File: src/rtl/muxnway_rr.sv
// N-way valid/ready merge onto one registered output channel.
// Source is chosen by an explicit select (mode 0) or a round-robin arbiter (mode 1).
module muxnway_rr #(
    parameter int WIDTH = 16,
    parameter int N     = 8,
    localparam int SELW = $clog2(N)
) (
    input  logic               clk,
    input  logic               rst_n,
    input  logic [N*WIDTH-1:0] in_data,
    input  logic [N-1:0]       in_valid,
    output logic [N-1:0]       in_ready,
    input  logic               mode,
    input  logic [SELW-1:0]    sel,
    output logic [WIDTH-1:0]   out_data,
    output logic [SELW-1:0]    out_chan,
    output logic               out_valid,
    input  logic               out_ready
);

    logic [SELW-1:0]  ptr;
    logic [SELW-1:0]  ptr_next;
    logic             load;
    logic [N-1:0]     grant;
    logic             gnt_any;
    logic [SELW-1:0]  gnt_idx;
    logic [WIDTH-1:0] chan_data [N];

    for (genvar k = 0; k < N; k++) begin : g_unpack
        assign chan_data[k] = in_data[k*WIDTH +: WIDTH];
    end

    // Output register accepts a new word when empty or being drained this cycle.
    assign load = !out_valid || out_ready;

    always_comb begin
        int idx;
        grant   = '0;
        gnt_any = 1'b0;
        gnt_idx = '0;
        idx     = 0;
        if (!mode) begin
            for (int k = 0; k < N; k++) begin
                if (sel == SELW'(k) && in_valid[k]) begin
                    grant[k] = 1'b1;
                    gnt_any  = 1'b1;
                    gnt_idx  = SELW'(k);
                end
            end
        end else begin
            // Rotating scan starting at ptr; first valid channel wins.
            for (int i = 0; i < N; i++) begin
                idx = int'(ptr) + i;
                if (idx >= N) begin
                    idx = idx - N;
                end
                if (!gnt_any && in_valid[idx]) begin
                    grant[idx] = 1'b1;
                    gnt_any    = 1'b1;
                    gnt_idx    = SELW'(idx);
                end
            end
        end
    end

    assign ptr_next = (gnt_idx == SELW'(N-1)) ? '0 : gnt_idx + 1'b1;
    assign in_ready = rst_n ? (grant & {N{load}}) : '0;

    always_ff @(posedge clk or negedge rst_n) begin
        if (!rst_n) begin
            out_data  <= '0;
            out_chan  <= '0;
            out_valid <= 1'b0;
        end else if (load) begin
            if (gnt_any) begin
                out_data  <= chan_data[gnt_idx];
                out_chan  <= gnt_idx;
                out_valid <= 1'b1;
            end else begin
                out_valid <= 1'b0;
            end
        end
    end

    // Pointer advances only on an actual round-robin transfer.
    always_ff @(posedge clk or negedge rst_n) begin
        if (!rst_n) begin
            ptr <= '0;
        end else if (load && gnt_any && mode) begin
            ptr <= ptr_next;
        end
    end

endmodule

File: config.mk
export PLATFORM = sky130hd
export DESIGN_NAME = muxnway_rr
export DESIGN_NICKNAME = d
export VERILOG_FILES = /design/src/rtl/muxnway_rr.sv
export SDC_FILE = /design/constraint.sdc
export NUM_CORES = 1
export LEC_CHECK = 0
export BUFFER_PORTS_ARGS = -buffer_cell sky130_fd_sc_hd__buf_4
export CAP_MARGIN = 5
export CORE_UTILIZATION = 45
export DETAILED_ROUTE_END_ITERATION = 8
export PLACE_DENSITY = 0.77
export SKIP_LAST_GASP = 1
export SYNTH_ARGS = -nofsm -noshare
export SYNTH_HDL_FRONTEND = slang
export SYNTH_SLANG_ARGS = --single-unit
File: constraint.sdc
create_clock -name clk -period 4.8 [get_ports clk]
set_clock_uncertainty 0.2 [all_clocks]
set_input_delay 0.48 -clock clk [delete_from_list [all_inputs] [get_ports clk]]
set_output_delay 0.48 -clock clk [all_outputs]
set_load 0.02 [all_outputs]
# Yosys cells after proc, flatten, opt, wreduce, memory -nomap -nowiden
# Index checks and enable logic that the tools add are counted.
[classes] bitwise=9 n_eq_ne=8 muxes=125 reduce_logical=36 add_sub_neg=16 n_lt_le_gt_ge=25
[ops] op="$mux 32" n=16
[ops] op="$ge 32x1->1 const B" n=8
[ops] op="$lt 32x5->1 const B" n=8
[ops] op="$mux 8" n=17
[ops] op="$mux 1" n=57
[ops] op="$or 8x8->8" n=7
[ops] op="$bmux 16 s3" n=1
[ops] op="$mux 3" n=16
[ops] op="$sub 4x4->5 const B" n=7
[ops] op="$ge 4x4->1 const B" n=8
[ops] op="$mux 16" n=2
[ops] op="$logic_and 1x1->1" n=25
[ops] op="$bmux 1 s3" n=8
[ops] op="$demux 1 s3" n=8
[ops] op="$add 3x3->4 const B" n=4
[ops] op="$eq 3x3->1 const B" n=5
[ops] op="$add 3x2->4 const B" n=2
[ops] op="$and 8x8->8" n=1
[ops] op="$logic_not 1->1" n=8
[ops] op="$eq 3x2->1 const B" n=2
[ops] op="$sub 3x4->5 const B" n=1
[ops] op="$add 3x1->4 const B" n=1
[ops] op="$ge 3x4->1 const B" n=1
[ops] op="$not 3->4" n=1
[ops] op="5 further kinds" n=5
[word_totals] register_bits=23 input_bits=143 out_inout_bits=28 elab_cells=223

# Longest topological paths before layout
[logic_depth] ltp_word=40 ltp_mapped=16

# Worst setup path after synthesis
# Ideal clock, no wire load.
[synth_timing] kind="register to output" start="register ptr[1]" end="output port in_ready[2]" path_stages_with_launch=13 required_time_ps=4120 n_path_buf=2 slack_ps=105 arrival_time_ps=4015 path_cell_list="dfrtp_1 -> buf_2 -> inv_1 -> ha_1 -> buf_6 -> mux2_4 -> mux4_2 -> o32a_4 -> nor4_1 -> a21boi_0 -> a21oi_1 -> a221o_1 -> a21oi_1"
[synth_via] elab_chain_cells=38 word_cells_on_any_way=156 cone_classes="15 x add/sub; 24 x order compare; 87 x mux; 8 x bitwise; 22 x reduce/logical"
[synth_lines] element="start: declaration" line_no="21" source="logic [SELW-1:0] ptr;"
[synth_lines] element="start signal: assignment" line_no="90" source="ptr <= ptr_next;"
[synth_lines] element="parallel branches: the longest is 34 deep, another holds $ge 32x1->1"
[synth_lines] element="$mux 8 *" line_no="57" source="if (!gnt_any && in_valid[idx]) begin"
[synth_lines] element="$mux 8 *" line_no="42" source="if (!mode) begin"
[synth_lines] element="$and 8x8->8 *" line_no="67" source="assign in_ready = rst_n ? (grant & {N{load}}) : '0;"
[synth_lines] element="$mux 8 *" line_no="67"
[synth_lines] element="end: declaration" line_no="12" source="output logic [N-1:0] in_ready,"
# Every way passes the cells marked *. The select of a mux whose other input is x is not followed.

# Worst setup path after layout
# Same ends and word-level chain as after synthesis.

==> reports/summary.log <==
qor: run_status.status finished clean
qor: yosys.synth_area_per_cell 8.35 um2
qor: worst_setup_path.crit_reg_reg_endpoint ptr[1]$_DFFE_PN0P_
qor: clocking.clk_path_buf_depth 2
qor: clocking.clock-root-buffer clkbuf_8
qor: die.initial_core_utilization 46.7%
qor: die.fp.coreArea 8260 um2
qor: timing.timing.slew.headroom 17.9%
qor: die.placementRows 33
qor: finish.area_delta_synth_final 37.1%
qor: yosys.synth.area.top_cells dfrtp_1, mux2_2, mux2i_1
qor: route.routedLengthMet1 5760 um
qor: die.fp.dieArea 8950 um2
qor: power.clock_power_share 3.3%
qor: placed_design.buffer_ports.inserted 170
qor: timing.timing.final.crit_share 97.1%
qor: route.detail_route.iter0.violations 248
qor: clocking.cts_num_sinks 23
qor: clocking.tritoncts yes
qor: yosys.postSynthCellCount 462
qor: yosys.synthesis.area 3860 um2
qor: timing.worstMarginPinSlew 1.22 ns
qor: power.static_leakage_power 2.39 nW
qor: timing.fin_tns_setup 0 ns
qor: timing.timing.final.max_slew_violations 0
qor: grt.grt_antenna_before_repair 0
qor: clocking.cts_inserted_buffers 3
qor: route.ant_nets 0
qor: hold_path.hold_path_end out_chan[2]$_DFFE_PN0P_
qor: route.wl_per_cell 19.5 um
qor: timing.final.hold.worst_slack 0.285 ns
qor: power.sequentialPowerShare 9.7%
qor: worst_setup_path.critical_path_endpoint_category output port
qor: yosys.syn-num-nets 614
qor: power.irDropWorstVdd 0.315 mV
qor: power.power_density 685 nW/um2
qor: grt.maximum_number_of_pins_on_one_net_before_global_route_repair 35
qor: placed_design.gpl.final_weighted_congestion 0.936
qor: route.top_metal_layer_carrying_routed_signals met4
qor: timing.rsz_0062_raised_after_global_routing true
qor: yosys.synth_top_area_cell dfrtp_1
qor: yosys.ys_async_sr_fraction 100%
qor: yosys.synth_top_cell_area_share 14.9%
qor: route.vias_per_cell 6.28
qor: timing.finalSetupViolCount 0
qor: die.dieWidth 94.6 um
qor: route.met2_wire_len 7030 um
qor: worst_setup_path.critical_path.slowest_cell mux4_2
qor: yosys.postSynthRegisterBits 23
qor: power.switching_share 53.4%
qor: die.io-pin-count 171
qor: worst_setup_path.worst_ep_arrival_time 3.98 ns
qor: grt.grt_pass1_wl 21400 um
qor: worst_setup_path.critical_path.startpoint_type register
qor: yosys.synth_cell_type_count 58
qor: finish.nets 775
qor: worst_setup_path.setup.reg_to_reg.worst_slack 0.32 ns
qor: die.die_h 94.6 um
qor: worst_setup_path.required 4.12 ns
qor: timing.achievable-frequency 214 MHz
qor: route.detailedRoute.firstPassIterationCount 5
qor: route.num_vias 4568
qor: route.drc 0
qor: hold_path.min_from out_chan[2]$_DFFE_PN0P_
qor: grt.vias_in_the_first_global_route 4403
qor: clocking.clkLatencyLatePin 0.26 ns
qor: worst_setup_path.timing.critical_path.from ptr[1]$_DFFE_PN0P_
qor: timing.period_minus_slack 4.66 ns
qor: power.combPwrFrac 87.0%
qor: yosys.ys.flop_type dfrtp_1
qor: worst_setup_path.max_fo_critical_path 10
qor: worst_setup_path.path_common_cell buf_4
qor: worst_setup_path.critical_path.max_stage_delay 0.54 ns
qor: worst_setup_path.worst-setup-path-type reg -> out
qor: yosys.yosys_warnings 0
qor: yosys.count_of_flip_flops_with_a_built_in_enable_after_synthesis 0
qor: hold_path.min_path_type reg -> reg
qor: clocking.h-tree-depth 1
qor: clocking.worst_setup_hold_path_clk_slew 0.08 ns
qor: power.total_switching_power 1.93 mW
qor: finish.antenna_cells_inserted 0
qor: grt.overflow 0
qor: worst_setup_path.crit_chain inv_1 > ha_2 > mux2_4 > mux4_2 > o32a_4 > nor4_4 > buf_4 > nand3_1 > o311a_1 > a21o_1 > a221o_1 > a21oi_1 > buf_4
qor: finish.drive_gt1_share 42.8%
qor: grt.overall_fraction_of_global_route_tracks_in_use 30.5%
qor: hold_path.min_delay_path_depth 1
qor: worst_setup_path.rr_worst_depth 10
qor: route.routed-wl-met3 986 um
qor: placed_design.post-dp-hpwl 11000 um
qor: job.maxCapViolations 0
qor: clocking.post_cts_setup_repair_bufs 0
qor: worst_setup_path.rr_startpoint ptr[1]$_DFFE_PN0P_
qor: timing.hold_violations 0
qor: power.internal_power 1.69 mW
qor: yosys.synth.yosys.seq_area_share 14.9%
qor: route.drt_wl_total 14200 um
==> worst max-delay path by stage <==
stage	to	slack, ns
after global routing	in_ready[1]	-0.01
after detailed placement	out_data[14]$_DFFE_PN0P_	0.22
after CTS	in_ready[2]	0.008
final	in_ready[2]	0.14
after global placement	out_data[5]$_DFFE_PN0P_	0.42
after floorplan	in_ready[2]	0.11
==> power groups by stage <==
stage	Sequential (mW)	Clock, mW	Combinational (mW)
floorplan	0.438	0	2.17
global placement	0.349	0	3.02
detailed placement	0.349	0	3.07
CTS	0.348	0.122	3.09
global route	0.362	0.132	3.36
finish	0.350	0.119	3.16
==> repair_timing <==
action / 4_1_cts / 5_1_grt
endpoints found under the setup margin: 0 / 24
gates resized for setup: 0 / 7
endpoints found under the hold margin: 23 / 0
hold buffers: 1 / 0
==> cells in the mapped netlist (all sizes together), types with 3 or more instances <==
master / instances
mux4: 12
buf: 21
a2111oi: 3
a21boi: 7
a31oi: 3
a221oi: 4
a211o: 5
nand4: 5
a211oi: 3
clkbuf: 16
nand2: 61
ha: 9
a32o: 4
mux2i: 34
nor2: 12
a22o: 3
nand2b: 5
nor4: 6
a41oi: 3
a21oi: 27
o211ai: 25
o21ai: 25
mux2: 42
xnor2: 3
a21o: 9
a221o: 6
inv: 9
dfrtp: 23
nor3: 9
o21a: 4
nand3: 38
==> cell usage in the layout, fill, tap and decap left out, types with 2 or more instances in the layout <==
cell type / instances
nand2_1: 59
o21a_1: 4
a41oi_1: 3
o21ai_0: 23
nand2b_1: 5
mux2_2: 41
nor4_1: 5
a22o_1: 3
o41a_1: 2
a21oi_1: 26
buf_4: 192
a221o_1: 6
ha_1: 8
a221oi_1: 4
nor3b_1: 2
a32o_1: 4
nand3_1: 38
mux4_2: 12
mux2i_1: 34
a211o_1: 5
xor2_1: 2
nor2_1: 12
o211ai_2: 4
a41o_1: 2
a21boi_0: 6
or3_1: 2
nand2_2: 2
nand4_1: 5
xnor2_1: 3
a31oi_1: 3
dfrtp_1: 23
a2111oi_0: 3
inv_1: 8
clkbuf_8: 3
a211oi_1: 3
a21o_1: 9
nor3_1: 9
o211ai_1: 21
==> stage by stage <==
stage / cells / util [%] / setup slack, ns / power [mW] / instance area (um2)
6_report: 727 / 64.1 / 0.137 / 3.62 / 5290
5_1_grt: 727 / 64.1 / -0.0109 / 3.85 / 5290
4_1_cts: 727 / 63.9 / 0.00759 / 3.56 / 5280
3_5_place_dp: 722 / 63.2 / 0.216 / 3.42 / 5220
3_3_place_gp: 722 / 63.2 / 0.421 / 3.37 / 5220
2_1_floorplan: 462 / - / 0.105 / 2.61 / 3860
==> flip-flops by register name, indices dropped and copies added (netlist names) <==
register and flops:
out_chan 3, out_data 16, out_valid 1, ptr 3
==> critical path: cells and delay by family, from the launching register on <==
kind                     cells  cell delay [ns]
flip-flops                   1             0.39
AND/OR/NAND/NOR              2             0.33
adder cells (fa/ha/maj)      1             0.37
AO/OA/AOI/OAI                5             1.21
multiplexers                 2             0.86
buffers and inverters        3             0.58
==> metal layers <==
metal	global-route usage (%)	vias to the layer above
li1	-	2120
met1	38.3	2174
met2	51.8	236
met3	5.31	38
met4	11.9	0
met5	0	-
==> cells by family after synthesis <==
kind of cell             Yosys count  share of synthesized area [%]
XOR/XNOR                           5                           1.14
AND/OR/NAND/NOR                  143                           17.5
flip-flops                        23                           14.9
buffers and inverters             47                           6.45
adder cells (fa/ha/maj)            9                           2.92
multiplexers                      88                           28.2
AO/OA/AOI/OAI                    147                           28.9
==> cell type report <==
class	count	area, um2
inverters	10	38.8
fillers	747	2970
well taps	105	131
clock buffers	4	45.0
multi-input cells	392	3050
repair buffers	193	1450
flip-flops and latches	23	576
No activity file was read; power rests on OpenSTA's default activity.
